$ cat config.mk
export PLATFORM = sky130hd
export DESIGN_NAME = pulse_stretch_tx
export DESIGN_NICKNAME = d
export VERILOG_FILES = /design/src/rtl/pulse_pkg.sv /design/src/rtl/evt_cnt.sv /design/src/rtl/pulse_stretch_tx.sv
export SDC_FILE = /design/constraint.sdc
export NUM_CORES = 1
export LEC_CHECK = 0
export CAP_MARGIN = 15
export CORE_MARGIN = 4
export CORE_UTILIZATION = 30
export CTS_CLUSTER_SIZE = 14
export DETAILED_ROUTE_END_ITERATION = 8
export SYNTH_ARGS = -nofsm -noshare
export SYNTH_HDL_FRONTEND = slang
export SYNTH_SLANG_ARGS = --single-unit
$ cat constraint.sdc
create_clock -name clk -period 2.1 [get_ports clk]
set_input_delay 0.42 -clock clk [delete_from_list [all_inputs] [get_ports clk]]
set_output_delay 0.42 -clock clk [all_outputs]
set_load 0.02 [all_outputs]
$ cat src/rtl/pulse_pkg.sv
// Shared types and defaults for the pulse stretcher transmit side.
package pulse_pkg;

  localparam int DEF_HIGH_CYC = 5;
  localparam int DEF_GAP_CYC  = 5;
  localparam int DEF_CNT_W    = 4;

  typedef enum logic [1:0] {
    ST_IDLE = 2'd0,
    ST_HIGH = 2'd1,
    ST_GAP  = 2'd2
  } pulse_state_e;

  function automatic int max_int(input int a, input int b);
    return (a > b) ? a : b;
  endfunction

endpackage

$ cat src/rtl/evt_cnt.sv
// Saturating up/down event counter; simultaneous inc and dec leave the count unchanged.
module evt_cnt
  import pulse_pkg::*;
#(
  parameter int CNT_W = DEF_CNT_W
) (
  input  logic             clk,
  input  logic             rst,
  input  logic             i_inc,
  input  logic             i_dec,
  output logic [CNT_W-1:0] o_count,
  output logic             o_sat
);

  localparam logic [CNT_W-1:0] CNT_MAX = '1;
  localparam logic [CNT_W-1:0] CNT_ONE = CNT_W'(1);

  logic [CNT_W-1:0] r_count;

  assign o_count = r_count;
  assign o_sat   = (r_count == CNT_MAX);

  always_ff @(posedge clk or posedge rst) begin
    if (rst) begin
      r_count <= '0;
    end else if (i_inc && !i_dec && !o_sat) begin
      r_count <= r_count + CNT_ONE;
    end else if (i_dec && !i_inc && (r_count != '0)) begin
      r_count <= r_count - CNT_ONE;
    end
  end

endmodule

$ cat src/rtl/pulse_stretch_tx.sv
// Stretches single-cycle events into fixed-width pulses separated by a guaranteed low gap,
// queueing events that arrive while a pulse is in flight.
module pulse_stretch_tx
  import pulse_pkg::*;
#(
  parameter int HIGH_CYC = DEF_HIGH_CYC,
  parameter int GAP_CYC  = DEF_GAP_CYC,
  parameter int CNT_W    = DEF_CNT_W
) (
  input  logic             clk,
  input  logic             rst,
  input  logic             pulse_in,
  input  logic             clr_ovf,
  output logic             pulse_out,
  output logic             busy,
  output logic [CNT_W-1:0] pending,
  output logic             overflow
);

  localparam int PH_W = $clog2(max_int(HIGH_CYC, GAP_CYC) + 1);
  localparam logic [PH_W-1:0] PH_HIGH = PH_W'(HIGH_CYC - 1);
  localparam logic [PH_W-1:0] PH_GAP  = PH_W'(GAP_CYC - 1);
  localparam logic [PH_W-1:0] PH_ONE  = PH_W'(1);

  pulse_state_e     r_state;
  pulse_state_e     w_state_next;
  logic [PH_W-1:0]  r_phase;
  logic [PH_W-1:0]  w_phase_next;
  logic             r_pulse_out;
  logic             r_overflow;

  logic             w_phase_done;
  logic             w_have_evt;
  logic             w_launch;
  logic             w_from_queue;
  logic             w_direct;
  logic             w_inc;
  logic             w_dec;
  logic             w_sat;
  logic             w_drop;
  logic [CNT_W-1:0] w_pending;

  assign w_phase_done = (r_phase == '0);
  assign w_have_evt   = pulse_in || (w_pending != '0);

  always_comb begin
    w_state_next = r_state;
    w_phase_next = r_phase;
    w_launch     = 1'b0;
    case (r_state)
      ST_IDLE: begin
        if (w_have_evt) begin
          w_launch = 1'b1;
        end
      end
      ST_HIGH: begin
        if (w_phase_done) begin
          w_state_next = ST_GAP;
          w_phase_next = PH_GAP;
        end else begin
          w_phase_next = r_phase - PH_ONE;
        end
      end
      ST_GAP: begin
        // Last gap cycle chains straight into the next pulse when work is waiting.
        if (w_phase_done) begin
          if (w_have_evt) begin
            w_launch = 1'b1;
          end else begin
            w_state_next = ST_IDLE;
          end
        end else begin
          w_phase_next = r_phase - PH_ONE;
        end
      end
      default: begin
        w_state_next = ST_IDLE;
      end
    endcase
    if (w_launch) begin
      w_state_next = ST_HIGH;
      w_phase_next = PH_HIGH;
    end
  end

  // An empty queue lets pulse_in launch directly without touching the counter.
  assign w_from_queue = w_launch && (w_pending != '0);
  assign w_direct     = w_launch && (w_pending == '0);
  assign w_inc        = pulse_in && !w_direct;
  assign w_dec        = w_from_queue;
  assign w_drop       = w_inc && w_sat && !w_dec;

  evt_cnt #(
    .CNT_W(CNT_W)
  ) u_evt_cnt (
    .clk    (clk),
    .rst    (rst),
    .i_inc  (w_inc),
    .i_dec  (w_dec),
    .o_count(w_pending),
    .o_sat  (w_sat)
  );

  always_ff @(posedge clk or posedge rst) begin
    if (rst) begin
      r_state     <= ST_IDLE;
      r_phase     <= '0;
      r_pulse_out <= 1'b0;
      r_overflow  <= 1'b0;
    end else begin
      r_state     <= w_state_next;
      r_phase     <= w_phase_next;
      r_pulse_out <= (w_state_next == ST_HIGH);
      if (w_drop) begin
        r_overflow <= 1'b1;
      end else if (clr_ovf) begin
        r_overflow <= 1'b0;
      end
    end
  end

  assign pulse_out = r_pulse_out;
  assign busy      = (r_state != ST_IDLE);
  assign pending   = w_pending;
  assign overflow  = r_overflow;

endmodule
==> results of run 1 <==
==> final cells by class <==
cell class              instances  area share
flip-flops and latches         11       0.248
clock buffers                   4      0.0237
inverters                       7      0.0237
multi-input cells              61       0.492
well taps                      30      0.0339
repair buffers                 23       0.178
==> through the flow <==
step	cell area (um^2)	setup TNS [ps]	cells	setup slack, ps	utilization
finish	1110	0	136	128	0.432
global route	1110	0	136	17.3	0.432
CTS	1080	0	134	20.4	0.422
detailed placement	1040	-116	130	-102	0.404
global placement	1040	-19.0	130	-19.0	0.404
floorplan	861	0	84	19.3	-
==> routing by layer <==
layer / wire (um) / track usage / part of all wire / vias to the layer above
li1: - / - / - / 359
met1: 873 / 0.156 / 0.46 / 353
met3: 37 / 0.0191 / 0.019 / 2
met2: 984 / 0.211 / 0.52 / 9
met4: 10 / 0.0402 / 0.0052 / 0
met5: 0 / 0 / 0 / -
==> final timing paths <==
| path | slack, ps | endpoint | from |
|---|---|---|---|
| min in group clk | 530 | overflow | overflow |
| hold reg to reg | 530 | overflow | overflow |
| setup / recovery | 130 | busy | r_state[1] |
| setup reg to reg | 130 | u_evt_cnt.o_count[3] | r_phase[1] |
| max in group asynchronous | 1320 | r_phase[2] | rst |
| hold / removal | 460 | pulse_out | rst |
==> cells in the final DEF, fill, tap and decap left out, types with 3 or more instances in the layout <==
cell type	instances
a21oi_1	6
buf_4	13
clkbuf_4	3
clkdlybuf4s50_1	10
dfrtp_1	11
inv_1	6
nand2_1	7
nand4_1	3
nor2_1	3
==> flip-flops by register name (all words and copies together) (netlist names) <==
name,cells
overflow,1
r_state,2
r_phase,3
u_evt_cnt.o_count,4
pulse_out,1
==> critical path: stages (launching register included) <==
cell	delay [ps]
dfrtp_1	430
or2_2	320
clkdlybuf4s50_1	540
==> kinds of logic after synthesis <==
family          after synthesis  synth area share
fa+ha+maj                     5            0.0833
simple gates                 25             0.189
mux                           2            0.0238
xor+xnor                      4            0.0417
buf+inv                      12            0.0848
compound gates               25             0.250
flops                        11             0.327
==> power by group through the flow <==
stage	Combinational (mW)	Clock (mW)	Sequential [mW]
after floorplan	0.637	0	0.476
after global placement	1.01	0	0.411
after detailed placement	1.04	0	0.413
after CTS	1.10	0.157	0.410
after global routing	1.28	0.165	0.424
final	1.15	0.148	0.409
==> repair_timing <==
item,in CTS,in global routing
gates resized for setup,3,4
buffers inserted,0,2
pin swaps,0,1
gates cloned,0,0
setup endpoints to repair,1,2
==> metrics.yaml, run 1 <==
outcome: "completed"
wirelength_um: 1910
report.final.slew_viol_count: 0
yosysMostFrequentCell: "dfrtp_1"
die_w_um: 60.9
avgSynthCellArea_um2: 10.0
io_pins: 11
grt_pass1_wl_um: 3440
drc: 0
netlist_top_cells_count: "dfrtp_1 (11), a21oi_1 (7), inv_1 (7), nand2_1 (7), ha_1 (4)"
synth-main-ff-cell: "dfrtp_1"
netlist_area_um2: 841
fin_skew_ps: 4.56
finalCritPeriodShare: 0.939
ys_seq_area_frac: 0.327
critPathCaptureType: "primary output"
die_h_um: 60.9
via_count: 723
relSlewSlack: 0.693
grt_max_degree: 12
ant_nets: 0
hold_viol: 0
area_growth_pct: 31.8
grt-ovfl-total: 0
vias_per_cell: 5.32
initial_utilization: 0.327
syn_nets: 93
tightest_slew_ps: 460
yosysWarningCount: 0
fmax_mhz: 507
p_seq_frac: 0.240
cts_buffers: 3
rsz0062_at_grt: "false"
clkPwrFrac: 0.087
synthCells: 84
worstPathRequired_ps: 1680
gp_congestion: 0.781
first_pass_iters: 4
cts_tree: "built"
ff2ff_path_depth: 10
cell_internal_pwr_mw: 0.960
layout-drive-gt1-share: 0.283
ys_ff_latch: 11
fin_crit_ps: 1970
diodes: 0
antenna_found_initial: 0
clkSinkCount: 11
ir_drop_mv: 0.813
core-area_um2: 2570
cts.clk_slew.worst_paths_ps: 80
nNetsFinal: 116
power.total_mw: 1.70
critical_path_class: "flip-flop to primary output"
dp_hpwl_um: 1450
clk_latency_ps: 260
rows: 18
drv_cap: 0
seq_area_um2: 275
worst_ep_arrival_time_ps: 1550
wire_per_inst_um: 14.0
yosysTopAreaCell: "dfrtp_1"
synth_top_area_frac: 0.327
grtUsageTotal: 0.123
p_sw_frac: 0.437
fillCellCount: 260
grt_pass1_vias: 770
clk_path_buf_depth: 2
ys_types: 40
startpoint_type: "flip-flop"
hp-class: "primary input to async pin"
dr.first_iter.drc_count: 9
multi_input_area_um2: 546
postCtsHoldBufs: 0
whs_ps: 455
crit_fanout: 5
setup_viol: 0
root_buffer: "clkbuf_4"
dieArea_um2: 3710
p_sw_mw: 0.744
power_frac_comb: 0.673
p_leak_nw: 0.460
synth_area_leaders: "dfrtp_1 (33%), ha_1 (6.0%), a21oi_1 (4.2%), a2111oi_4 (3.3%), inv_1 (3.1%)"
async_flop_share: 1.00
powerDensity_nw_per_um2: 1540
io_buffers: 10
synth_edf_count: 0
h-tree-depth: 1
Note: power is estimated with default switching activity, not from simulation.
==> inputs of run 2 (changes only) <==
--- a/config.mk
+++ b/config.mk
@@ -10,6 +10,7 @@
 export CORE_UTILIZATION = 30
 export CTS_CLUSTER_SIZE = 14
 export DETAILED_ROUTE_END_ITERATION = 8
+export SKIP_LAST_GASP = 1
 export SYNTH_ARGS = -nofsm -noshare
 export SYNTH_HDL_FRONTEND = slang
 export SYNTH_SLANG_ARGS = --single-unit
==> constraint.sdc (replaced) <==
create_clock -name clk -period 2.1 [get_ports clk]
set_input_delay 0.42 -clock clk [delete_from_list [all_inputs] [get_ports clk]]
set_output_delay 0.42 -clock clk [all_outputs]
set_load 0.05 [all_outputs]
==> metrics.yaml, run 2 (same netlist as run 1, synthesis figures left out) <==
rows: 18  # unchanged
worstPathCellList: "inv_1 -> ha_4 -> nand2b_4 -> a21o_1 -> nand3_4 -> ha_4 -> a21oi_1 -> nand2_1 -> or3b_1 -> nand4_1"
outcome: "completed"
io_pins: 11  # unchanged
clkSinkCount: 11  # unchanged
whs_ps: 465  # +10.0 ps
layout_commonest_cell: "buf_4"
setup_viol: 0  # unchanged
cp-startpoint: "r_phase[1]"
wire_per_inst_um: 14.6  # +4.4%
grt_max_degree: 15  # +3
nNetsFinal: 115  # -0.86%
critical_path_class: "flip-flop to flip-flop"
mostFrequentLayoutCells: "buf_4 (15), dfrtp_1 (10), a21oi_1 (7), nand2_1 (7), clkdlybuf4s50_1 (7)"
worstPathRequired_ps: 2300  # +620 ps
ir_drop_mv: 0.894  # +10%
vias_per_cell: 5.39  # +1.4%
tightest_slew_ps: 498  # +37.7 ps
max_stage_delay_ps: 400  # -140 ps
crit_slowest_cell: "dfrtp_1"
antenna_found_initial: 0  # unchanged
crit_fanout: 4  # -1
clk_path_buf_depth: 2  # unchanged
startpoint_type: "flip-flop"
fin_skew_ps: 1.87  # -2.68 ps
h-tree-depth: 1  # unchanged
grt_pass1_wl_um: 3510  # +2.0%
diodes: 0  # unchanged
via_count: 728  # +0.69%
first_pass_iters: 4  # unchanged
die_h_um: 60.9  # unchanged
clk_latency_ps: 260  # about the same
drv_cap: 0  # unchanged
layout-drive-gt1-share: 0.305  # +0.0217
fmax_mhz: 499  # -1.6%
fin_crit_ps: 2000  # +31.9 ps
initial_utilization: 0.327  # unchanged
r2r-start: "r_phase[1]"
powerDensity_nw_per_um2: 1630  # +6.3%
final_core_util: 0.425  # -0.00682
grtUsageTotal: 0.131  # +0.00878
fin_cells: 135  # -0.74%
ant_nets: 0  # unchanged
hold_viol: 0  # unchanged
core-area_um2: 2570  # unchanged
rrSetupSlack_ps: 100  # -30 ps
placed_cells: 130  # unchanged
ff2ff_path_depth: 10  # unchanged
grt-ovfl-total: 0  # unchanged
endpoint: "u_evt_cnt.o_count[3]"
root_buffer: "clkbuf_4"
io_buffers: 10  # unchanged
largest_register_ffs: 4  # unchanged
dr.first_iter.drc_count: 20  # +11
dp_hpwl_um: 1500  # +3.3%
critPathCaptureType: "flip-flop"
dieArea_um2: 3710  # unchanged
cts.clk_slew.worst_paths_ps: 70  # about the same
worst_ep_arrival_time_ps: 2200  # +650 ps
hp-class: "primary input to async pin"
die_w_um: 60.9  # unchanged
area_growth_pct: 29.8
wirelength_um: 1980  # +3.7%
drc: 0  # unchanged
report.final.slew_viol_count: 0  # unchanged
relSlewSlack: 0.667  # -0.0258
r2r_end: "u_evt_cnt.o_count[3]"
cts_buffers: 3  # unchanged
gp_congestion: 0.762  # -2.3%
finalCritPeriodShare: 0.954  # +0.0152
path_common_cell: "ha_4"
p_leak_nw: 0.455  # -1.1%
grt_pass1_vias: 725  # -5.8%
cts_tree: "built"
-- run 2: worst max-delay path: cells and delay by family, from the launching register on --
| kind | cells | cell delay (ps) |
|---|---|---|
| buffers and inverters | 1 | 110 |
| AND/OR/NAND/NOR | 5 | 700 |
| adder cells (fa/ha/maj) | 2 | 390 |
| AO/OA/AOI/OAI | 2 | 320 |
| flip-flops | 1 | 400 |
-- run 2: final cells by class --
cell class	instances	area [um^2]
Fill cell	269	1480
Multi-Input combinational cell	61	542
Sequential cell	11	277
Timing Repair Buffer	22	183
Tap cell	30	37.5
Clock buffer	4	26.3
Inverter	7	26.3
-- run 2: per-layer routing --
metal  track usage  share of wire  up-vias
li1              -              -      356
met1         0.168           0.47      362
met2         0.206           0.50        8
met3        0.0255          0.026        2
met4        0.0743         0.0091        0
met5             0              0        -
-- run 2: power breakdown --
part / switching, mW / total (mW) / leakage (nW) / internal [mW]
logic: 0.682 / 1.23 / 0.313 / 0.550
clock network: 0.0737 / 0.147 / 0.0150 / 0.0734
registers: 0.0974 / 0.405 / 0.127 / 0.307
total: 0.853 / 1.78 / 0.455 / 0.931
-- run 2: how the worst min path moves through the flow --
stage / slack, ps / to / from / depth (start not counted)
after CTS: 470 / u_evt_cnt.o_count[2] / rst / 2
after detailed placement: 480 / r_phase[0] / r_phase[0] / 1
after floorplan: 270 / overflow / rst / 1
after global placement: 470 / r_phase[0] / r_phase[0] / 1
after global routing: 520 / u_evt_cnt.o_count[3] / rst / 2
final: 470 / u_evt_cnt.o_count[2] / rst / 2
-- run 2: what timing repair did --
item / 4_1_cts / 5_1_grt
hold buffers: 0 / 0
resized for setup: 1 / 4
setup buffers: 0 / 1
setup endpoints to repair: 1 / 3
gates cloned: 0 / 0
-- run 2: stage by stage --
step	area (um^2)	TNS, ps	total power [mW]	worst slack (ps)
after global placement	1030	0	1.53	0.715
after CTS	1060	0	1.76	0.658
after floorplan	862	-5.92	1.23	-5.92
final	1090	0	1.78	96.2
after detailed placement	1030	-87.5	1.57	-82.2
after global routing	1090	-13.8	1.96	-11.4
